## config.mk

```make
export PLATFORM = sky130hd
export DESIGN_NAME = axis_packet_dropper
export DESIGN_NICKNAME = d
export VERILOG_FILES = /design/src/rtl/axis_packet_dropper_pkg.sv /design/src/rtl/axis_skid_buffer.sv /design/src/rtl/axis_packet_dropper.sv
export SDC_FILE = /design/constraint.sdc
export NUM_CORES = 1
export LEC_CHECK = 0
export ABC_AREA = 0
export CORE_AREA = 10 10 159 161
export DETAILED_ROUTE_END_ITERATION = 16
export DIE_AREA = 0 0 169 171
export GPL_TIMING_DRIVEN = 0
export HOLD_SLACK_MARGIN = 0.12
export PLACE_DENSITY = 0.72
export SKIP_CTS_REPAIR_TIMING = 1
export SYNTH_ARGS = -nofsm -noshare
export SYNTH_HDL_FRONTEND = slang
export SYNTH_SLANG_ARGS = --single-unit
```

## constraint.sdc

```tcl
create_clock -name clk -period 3.58 [get_ports clk]
set_clock_uncertainty 0.05 [all_clocks]
set_input_delay 0.716 -clock clk [delete_from_list [all_inputs] [get_ports clk]]
set_output_delay 0.716 -clock clk [all_outputs]
set_load 0.01 [all_outputs]
```

## src/rtl/axis_packet_dropper_pkg.sv

```systemverilog
// axis_packet_dropper_pkg: shared FSM encoding and saturating counter helper
package axis_packet_dropper_pkg;
    typedef enum logic [1:0] {SOP, PASS, DROP} state_t;
    function automatic logic [63:0] sat_inc(input logic [63:0] v, input int unsigned w);
        logic [63:0] max_v;
        max_v = (w >= 64) ? '1 : ((64'd1 << w) - 64'd1);
        return (v >= max_v) ? v : v + 64'd1;
    endfunction
endpackage

```

## src/rtl/axis_skid_buffer.sv

```systemverilog
// axis_skid_buffer: two-entry AXI-Stream register slice with registered valid/data and ready
module axis_skid_buffer #(
    parameter int DATA_WIDTH = 64,
    parameter int KEEP_WIDTH = DATA_WIDTH / 8
) (
    input  logic                  clk,
    input  logic                  rstn,
    input  logic [DATA_WIDTH-1:0] s_tdata,
    input  logic [KEEP_WIDTH-1:0] s_tkeep,
    input  logic                  s_tlast,
    input  logic                  s_tvalid,
    output logic                  s_tready,
    output logic [DATA_WIDTH-1:0] m_tdata,
    output logic [KEEP_WIDTH-1:0] m_tkeep,
    output logic                  m_tlast,
    output logic                  m_tvalid,
    input  logic                  m_tready
);
    localparam int W = DATA_WIDTH + KEEP_WIDTH + 1;
    logic [W-1:0] main_q, main_n, skid_q, skid_n, s_beat;
    logic main_v, main_vn, skid_v, skid_vn, s_fire;
    assign s_beat = {s_tlast, s_tkeep, s_tdata};
    assign {m_tlast, m_tkeep, m_tdata} = main_q;
    assign m_tvalid = main_v;
    always_comb begin
        main_n  = main_q;
        main_vn = main_v;
        skid_n  = skid_q;
        skid_vn = skid_v;
        s_fire  = s_tvalid && s_tready;
        if (m_tready || !main_v) begin
            main_vn = skid_v || s_fire;
            main_n  = skid_v ? skid_q : (s_fire ? s_beat : main_q);
            skid_vn = 1'b0;
        end else if (s_fire) begin
            skid_vn = 1'b1;
            skid_n  = s_beat;
        end
    end
    always_ff @(posedge clk or negedge rstn) begin
        if (!rstn) begin
            main_q   <= '0;
            main_v   <= 1'b0;
            skid_q   <= '0;
            skid_v   <= 1'b0;
            s_tready <= 1'b0;
        end else begin
            main_q   <= main_n;
            main_v   <= main_vn;
            skid_q   <= skid_n;
            skid_v   <= skid_vn;
            s_tready <= !skid_vn;
        end
    end
endmodule

```

## src/rtl/axis_packet_dropper.sv

```systemverilog
// axis_packet_dropper: packet-aligned AXI-Stream dropper with stall/discard modes and saturating counters
module axis_packet_dropper
    import axis_packet_dropper_pkg::*;
#(
    parameter int DATA_WIDTH = 64,
    parameter int KEEP_WIDTH = DATA_WIDTH / 8,
    parameter int DISCARD    = 1,
    parameter int CNT_WIDTH  = 32
) (
    input  logic                  clk,
    input  logic                  rstn,
    input  logic                  dropn,
    input  logic                  clr_cnt,
    input  logic [DATA_WIDTH-1:0] s_axis_tdata,
    input  logic [KEEP_WIDTH-1:0] s_axis_tkeep,
    input  logic                  s_axis_tlast,
    input  logic                  s_axis_tvalid,
    output logic                  s_axis_tready,
    output logic [DATA_WIDTH-1:0] m_axis_tdata,
    output logic [KEEP_WIDTH-1:0] m_axis_tkeep,
    output logic                  m_axis_tlast,
    output logic                  m_axis_tvalid,
    input  logic                  m_axis_tready,
    output logic [CNT_WIDTH-1:0]  pass_cnt,
    output logic [CNT_WIDTH-1:0]  drop_cnt,
    output logic                  in_drop
);
    state_t state, state_n;
    logic run, drop_sop, stall, fire, buf_valid, buf_ready, pass_inc, drop_inc;
    always_ff @(posedge clk or negedge rstn) begin
        if (!rstn) begin
            state <= SOP;
            run   <= 1'b0;
        end else begin
            state <= state_n;
            run   <= 1'b1;
        end
    end
    always_comb begin
        state_n       = state;
        drop_sop      = (state == SOP) && !dropn;
        in_drop       = run && ((drop_sop && DISCARD != 0) || state == DROP);
        stall         = drop_sop && DISCARD == 0;
        s_axis_tready = in_drop ? 1'b1 : (!stall && buf_ready);
        buf_valid     = s_axis_tvalid && !in_drop && !stall;
        fire          = s_axis_tvalid && s_axis_tready;
        pass_inc      = fire && s_axis_tlast && !in_drop;
        drop_inc      = fire && s_axis_tlast && in_drop;
        if (fire)
            state_n = s_axis_tlast ? SOP : (in_drop ? DROP : PASS);
    end
    always_ff @(posedge clk or negedge rstn) begin
        if (!rstn) begin
            pass_cnt <= '0;
            drop_cnt <= '0;
        end else if (clr_cnt) begin
            pass_cnt <= '0;
            drop_cnt <= '0;
        end else begin
            if (pass_inc)
                pass_cnt <= CNT_WIDTH'(sat_inc(64'(pass_cnt), CNT_WIDTH));
            if (drop_inc)
                drop_cnt <= CNT_WIDTH'(sat_inc(64'(drop_cnt), CNT_WIDTH));
        end
    end
    axis_skid_buffer #(.DATA_WIDTH(DATA_WIDTH), .KEEP_WIDTH(KEEP_WIDTH)) u_skid (
        .clk      (clk),
        .rstn     (rstn),
        .s_tdata  (s_axis_tdata),
        .s_tkeep  (s_axis_tkeep),
        .s_tlast  (s_axis_tlast),
        .s_tvalid (buf_valid),
        .s_tready (buf_ready),
        .m_tdata  (m_axis_tdata),
        .m_tkeep  (m_axis_tkeep),
        .m_tlast  (m_axis_tlast),
        .m_tvalid (m_axis_tvalid),
        .m_tready (m_axis_tready)
    );
endmodule

```

# After elaboration in Yosys (flattened, before gate mapping)

Cells that the tools add are included.

Magnitude comparators: 2
Mux-type cells: 13
Reductions and logical operators: 23
Equality and inequality tests: 3
Add/subtract/negate cells: 2
Bitwise operators: 1

Operator list:

| operator                                                         | number |
|---|---|
| 32-bit two-way mux                                               | 6 |
| 73-bit two-way mux                                               | 2 |
| 32-bit by 1-bit adder with 32-bit output (second input constant) | 2 |
| 32-bit greater-or-equal comparator (second input constant)       | 2 |
| 1-bit logical AND                                                | 8 |
| 2-bit AND reduction                                              | 4 |
| 2-bit nonzero test                                               | 3 |
| 1-bit logical NOT                                                | 4 |
| 2-bit two-way mux                                                | 2 |
| 2-bit inequality test (second input constant)                    | 2 |
| 1-bit logical OR                                                 | 3 |
| 1-bit two-way mux                                                | 3 |
| 2-bit equality test (second input constant)                      | 1 |
| 2-bit logical NOT                                                | 1 |
| 1-bit NOT                                                        | 1 |

Flip-flop bits (word level): 216
Output and inout bits: 140
Input port bits: 79

# Logic depth before layout (Yosys ltp)

Depth after elaboration: 10
Gate-level depth with buffers: 8

# Hierarchy

Synthesis repeated with hierarchy kept, for this count alone.

Cells, all modules: 810
Area total of the unflattened synthesis: 10580.1 um^2

By module, submodules not included:

| module              | area an instance (um^2) | instances | seq. area each (um^2) | cells an instance |
|---|---|---|---|---|
| axis_skid_buffer    | 6817.8                  | 1         | 3728.6                | 398 |
| axis_packet_dropper | 3762.4                  | 1         | 1676.6                | 412 |

# Least setup slack after synthesis

Ideal clock, no wire load.

Path type: input -> register
Start: input dropn
End: register u_skid.skid_q[0]
Arrival: 2.392 ns
Stages on the path: 5
Required time: 3.405 ns
Setup slack: 1.013 ns
Setup time: 0.125 ns
Cells stage by stage: nor2b_1 -> nor2_1 -> nor3_1 -> clkbuf_1 -> mux2_2

Word-level cells in the longest chain between the ends: 8

RTL lines:

| item                          | line                      | RTL |
|---|---|---|
| start: declaration            | axis_packet_dropper.sv:12 | `input logic dropn,` |
| 1-bit logical NOT             | axis_packet_dropper.sv:41 | `drop_sop = (state == SOP) && !dropn;` |
| 1-bit logical AND             | axis_packet_dropper.sv:41 |  |
| 1-bit logical OR              | axis_packet_dropper.sv:42 | `in_drop = run && ((drop_sop && DISCARD != 0) \|\| state == DROP);` |
| 1-bit logical AND             | axis_packet_dropper.sv:42 |  |
| via in_drop                   | axis_packet_dropper.sv:26 | `output logic in_drop` |
| 1-bit logical NOT             | axis_packet_dropper.sv:45 | `buf_valid = s_axis_tvalid && !in_drop && !stall;` |
| 1-bit logical AND             | axis_packet_dropper.sv:45 |  |
| 1-bit logical AND             | axis_skid_buffer.sv:30    | `s_fire = s_tvalid && s_tready;` |
| 2-bit AND reduction (no line) | n/a                       |  |
| end signal: assignment        | axis_skid_buffer.sv:50    | `skid_q <= skid_n;` |
| end: declaration              | axis_skid_buffer.sv:20    | `logic [W-1:0] main_q, main_n, skid_q, skid_n, s_beat;` |

The timed path passes the listed nets, and every way through them passes these cells.
A chain may end at the register's enable or synchronous reset.

# Worst setup path after layout

Start: input dropn
End: output s_axis_tready

Word-level cells in the longest chain between the ends: 5

RTL lines:

| item              | line                      | RTL |
|---|---|---|
| 1-bit logical NOT | axis_packet_dropper.sv:41 |  |
| 1-bit logical AND | axis_packet_dropper.sv:41 |  |
| 1-bit logical OR  | axis_packet_dropper.sv:42 |  |
| 1-bit logical AND | axis_packet_dropper.sv:42 |  |
| 1-bit two-way mux | axis_packet_dropper.sv:44 | `s_axis_tready = in_drop ? 1'b1 : (!stall && buf_ready);` |
| end: declaration  | axis_packet_dropper.sv:18 | `output logic s_axis_tready,` |

No other way between the ends.

==> out/qor_table.md <==
| Metric | This run |
| --- | --- |
| Standard cell core area | 0.0222 mm^2 |
| Clock sinks | 216 |
| Cell repeated most along the worst path | clkdlybuf4s50_1 |
| DRC | 0 |
| Worst max-slew margin expressed relative to the limit | 40.5% |
| Number of enable-type register cells in the synthesized netlist | 0 |
| Initial antenna violation count | 2 |
| Total congestion overflow after global routing | 0 |
| Die Span Y | 171 um |
| Min cycle time layout | 3.27 ns |
| Sum of buffers and inverters on the critical path | 2 |
| Buffer type at the clock tree root | clkbuf_16 |
| Share of Yosys cell area claimed by the top area cell type | 55.0% |
| Static leakage | 0.00523 uW |
| IO buf count | 218 |
| Number of placement rows | 55 |
| Number of distinct library cells after synthesis | 52 |
| Critical path arrival | 2.50 ns |
| Via count normalized by instance count | 5.51 |
| Hold Vio Cnt, Final | 0 |
| Data required time at the worst endpoint | 2.81 ns |
| Placed cell count | 1399 |
| Worst hold path type | in2async |
| Post-DP HPWL | 19700 um |
| Boundary Pins | 219 |
| Cell types occupying the most area after synthesis | dfrtp_1 (55%), mux2_2 (9.4%), mux2i_1 (7.5%) |
| Total power per unit cell area | 581 mW/mm^2 |
| Maximum number of pins on one net before global-route repair | 110 |
| TritonCTS clock tree | built |
| Summed negative setup slack over all endpoints | 0 ns |
| Clock Path Buffers | 3 |
| RD Place Congestion | 0.856 |
| Max-cap violations | 0 |
| Fill count | 1904 |
| Count leader, synth | dfrtp_1 |
| Average footprint of a synthesized cell | 11.0 um^2 |
| Number of nets still failing antenna checks after routing | 0 |
| Global-route wire length before repair | 43900 um |
| Transition at the pin with the smallest max-transition slack | 0.880 ns |
| Violation count after the first detailed-route iteration | 467 |
| Clock latency at the later pin of the worst-skew pair | 0.51 ns |
| Clock transition time at the flip-flop clock pins of the worst setup and hold paths | 0.06 ns |
| Period utilization | 91.3% |
| Slowest stage cell on the critical path | clkdlybuf4s50_1 |
| Initial Util | 44.2% |
| Horiz. Die Dim | 169 um |
| Fraction of layout instances using a drive strength above 1 | 12.0% |
| Max VDD drop | 0.422 mV |
| Via count | 7954 |
| Run status | finished clean |
| Final slew viol count | 0 |
| Cell family contributing the most delay on the critical path | buffers and inverters |
| Post-synthesis async set-or-reset flop share | 100% |
| Final core utilization | 59.3% |
| Predominant post-synthesis flop cell | dfrtp_1 |
| Unrepaired setup endpoints after global routing | no |
| Post-synthesis cell count | 895 |
| Vias in the first global route | 8157 |
| Largest area contributor in the netlist | dfrtp_1 |
| Netlist area before placement | 0.00983 mm^2 |
| Flops & latches, synth | 216 |
| Syn_nets | 976 |
| List of cells traversed by the critical path | clkdlybuf4s50_1 > nor2b_1 > nor2_1 > or2_2 > clkdlybuf4s50_1 |
| Critical-path maximum fanout | 5 |
| Seq/Total Area, Yosys | 55.0% |
| Kind of start point of the critical path | input port |
| Die Footprint | 0.0289 mm^2 |
| Layout overhead on the synthesized area | 34.0% |
| Non-Filler Instances | 1444 |
| Final wirelength | 27300 um |
| Critical Path End Type | output port |
| Yosys warning count | 0 |
| Most used standard cells in the synthesized netlist | dfrtp_1 (216), nand2_1 (109), o21ai_0 (93) |
| CTS buffer count | 24 |
| Count of TritonRoute iterations in the first routing pass | 5 |
| Peak per-stage delay on the critical path | 0.55 ns |
| Net count, final | 1221 |
| WL per Instance | 18.9 um |
| Final count of negative-setup-slack endpoints | 0 |
| Classification of the worst setup path | in2out |
| Peak clock frequency supported by timing | 306 MHz |
| GRT Util Overall | 18.4% |
| CTS H-Tree Depth | 1 |
logic make-up after synthesis:
kind of cell | share of synthesized area (%)
AND/OR/NAND/NOR | 14.4
flip-flops | 55.0
AO/OA/AOI/OAI | 10.3
multiplexers | 16.9
buffers and inverters | 2.29
XOR/XNOR | 0.891
adder cells (fa/ha/maj) | 0.254
other | 0.0381
cell usage in the layout (no fill, tap or decap), types with 5 or more instances in the layout:
| cell type | netlist | routed |
|---|---|---|
| o21ai_0 | 93 | 93 |
| nand4_1 | 11 | 11 |
| o31ai_1 | 15 | 15 |
| and4_1 | 5 | 5 |
| or3_1 | 21 | 21 |
| or4_1 | 20 | 20 |
| mux2_2 | 82 | 82 |
| clkbuf_16 | 0 | 25 |
| nor2b_1 | 11 | 11 |
| nor2_1 | 37 | 37 |
| nor4_1 | 7 | 7 |
| buf_2 | 6 | 6 |
| nand2_1 | 109 | 109 |
| clkdlybuf4s50_1 | 0 | 217 |
| xnor2_1 | 7 | 7 |
| dfrtp_1 | 216 | 216 |
| mux2i_1 | 74 | 74 |
| o211ai_1 | 6 | 6 |
| inv_1 | 10 | 10 |
| clkbuf_1 | 38 | 47 |
| or2_2 | 7 | 7 |
| a21oi_1 | 36 | 36 |
| nor3_1 | 7 | 6 |
| nand3_1 | 29 | 29 |
path summary, 6_finish.rpt:
path	from	endpoint	slack [ns]	cells past startpoint
setup / recovery	dropn	s_axis_tready	0.31	5
hold / removal	rstn	drop_cnt[6]	0.19	1
setup reg to reg	drop_cnt[0]	drop_cnt[28]	0.88	6
hold reg to reg	u_skid.main_q[4]	u_skid.main_q[4]	0.43	2
max in group asynchronous	rstn	u_skid.main_q[51]	2.25	2
min in group clk	u_skid.main_q[4]	u_skid.main_q[4]	0.43	2
per-stage QoR:
stage	hold WS, ns	cell area, um^2	total power, uW	setup slack (ns)
after floorplan	0.370	9830	4260	1.01
after global routing	0.241	13200	8110	0.187
after CTS	0.226	13200	7770	0.331
after global placement	0.411	12400	5280	-7.62
after detailed placement	0.419	12400	5340	-0.00199
final	0.193	13200	7650	0.311
registers in the layout, summed over array words and instances (netlist names):
| signal | flops |
|---|---|
| run | 1 |
| pass_cnt | 32 |
| u_skid.main_q | 73 |
| u_skid.m_tvalid | 1 |
| u_skid.s_tready | 1 |
| u_skid.skid_q | 73 |
| drop_cnt | 32 |
| u_skid.skid_v | 1 |
| state | 2 |
layout make-up:
cell class / count / area, um^2 / share of cell area [%]
Antenna cell: 2 / 5.00 / 0.0380
Buffer: 47 / 188 / 1.42
Clock buffer: 37 / 701 / 5.32
Clock inverter: 6 / 57.6 / 0.437
Inverter: 10 / 37.5 / 0.285
Multi-Input combinational cell: 622 / 4210 / 31.9
Sequential cell: 216 / 5410 / 41.0
Tap cell: 285 / 357 / 2.71
Timing Repair Buffer: 219 / 2210 / 16.8
metal layers:
metal / wire length, um / up-vias / track usage, %
met5: 0 / - / 0
met4: 446 / 0 / 3.83
met3: 2830 / 36 / 7.59
met2: 12800 / 233 / 29.9
met1: 11200 / 3948 / 22.5
li1: - / 3737 / -
report_power, final:
part / internal [uW] / switching, uW
Clock: 1410 / 970
Sequential: 3060 / 334
Combinational: 1040 / 832
No activity file was read; power rests on OpenSTA's default activity.
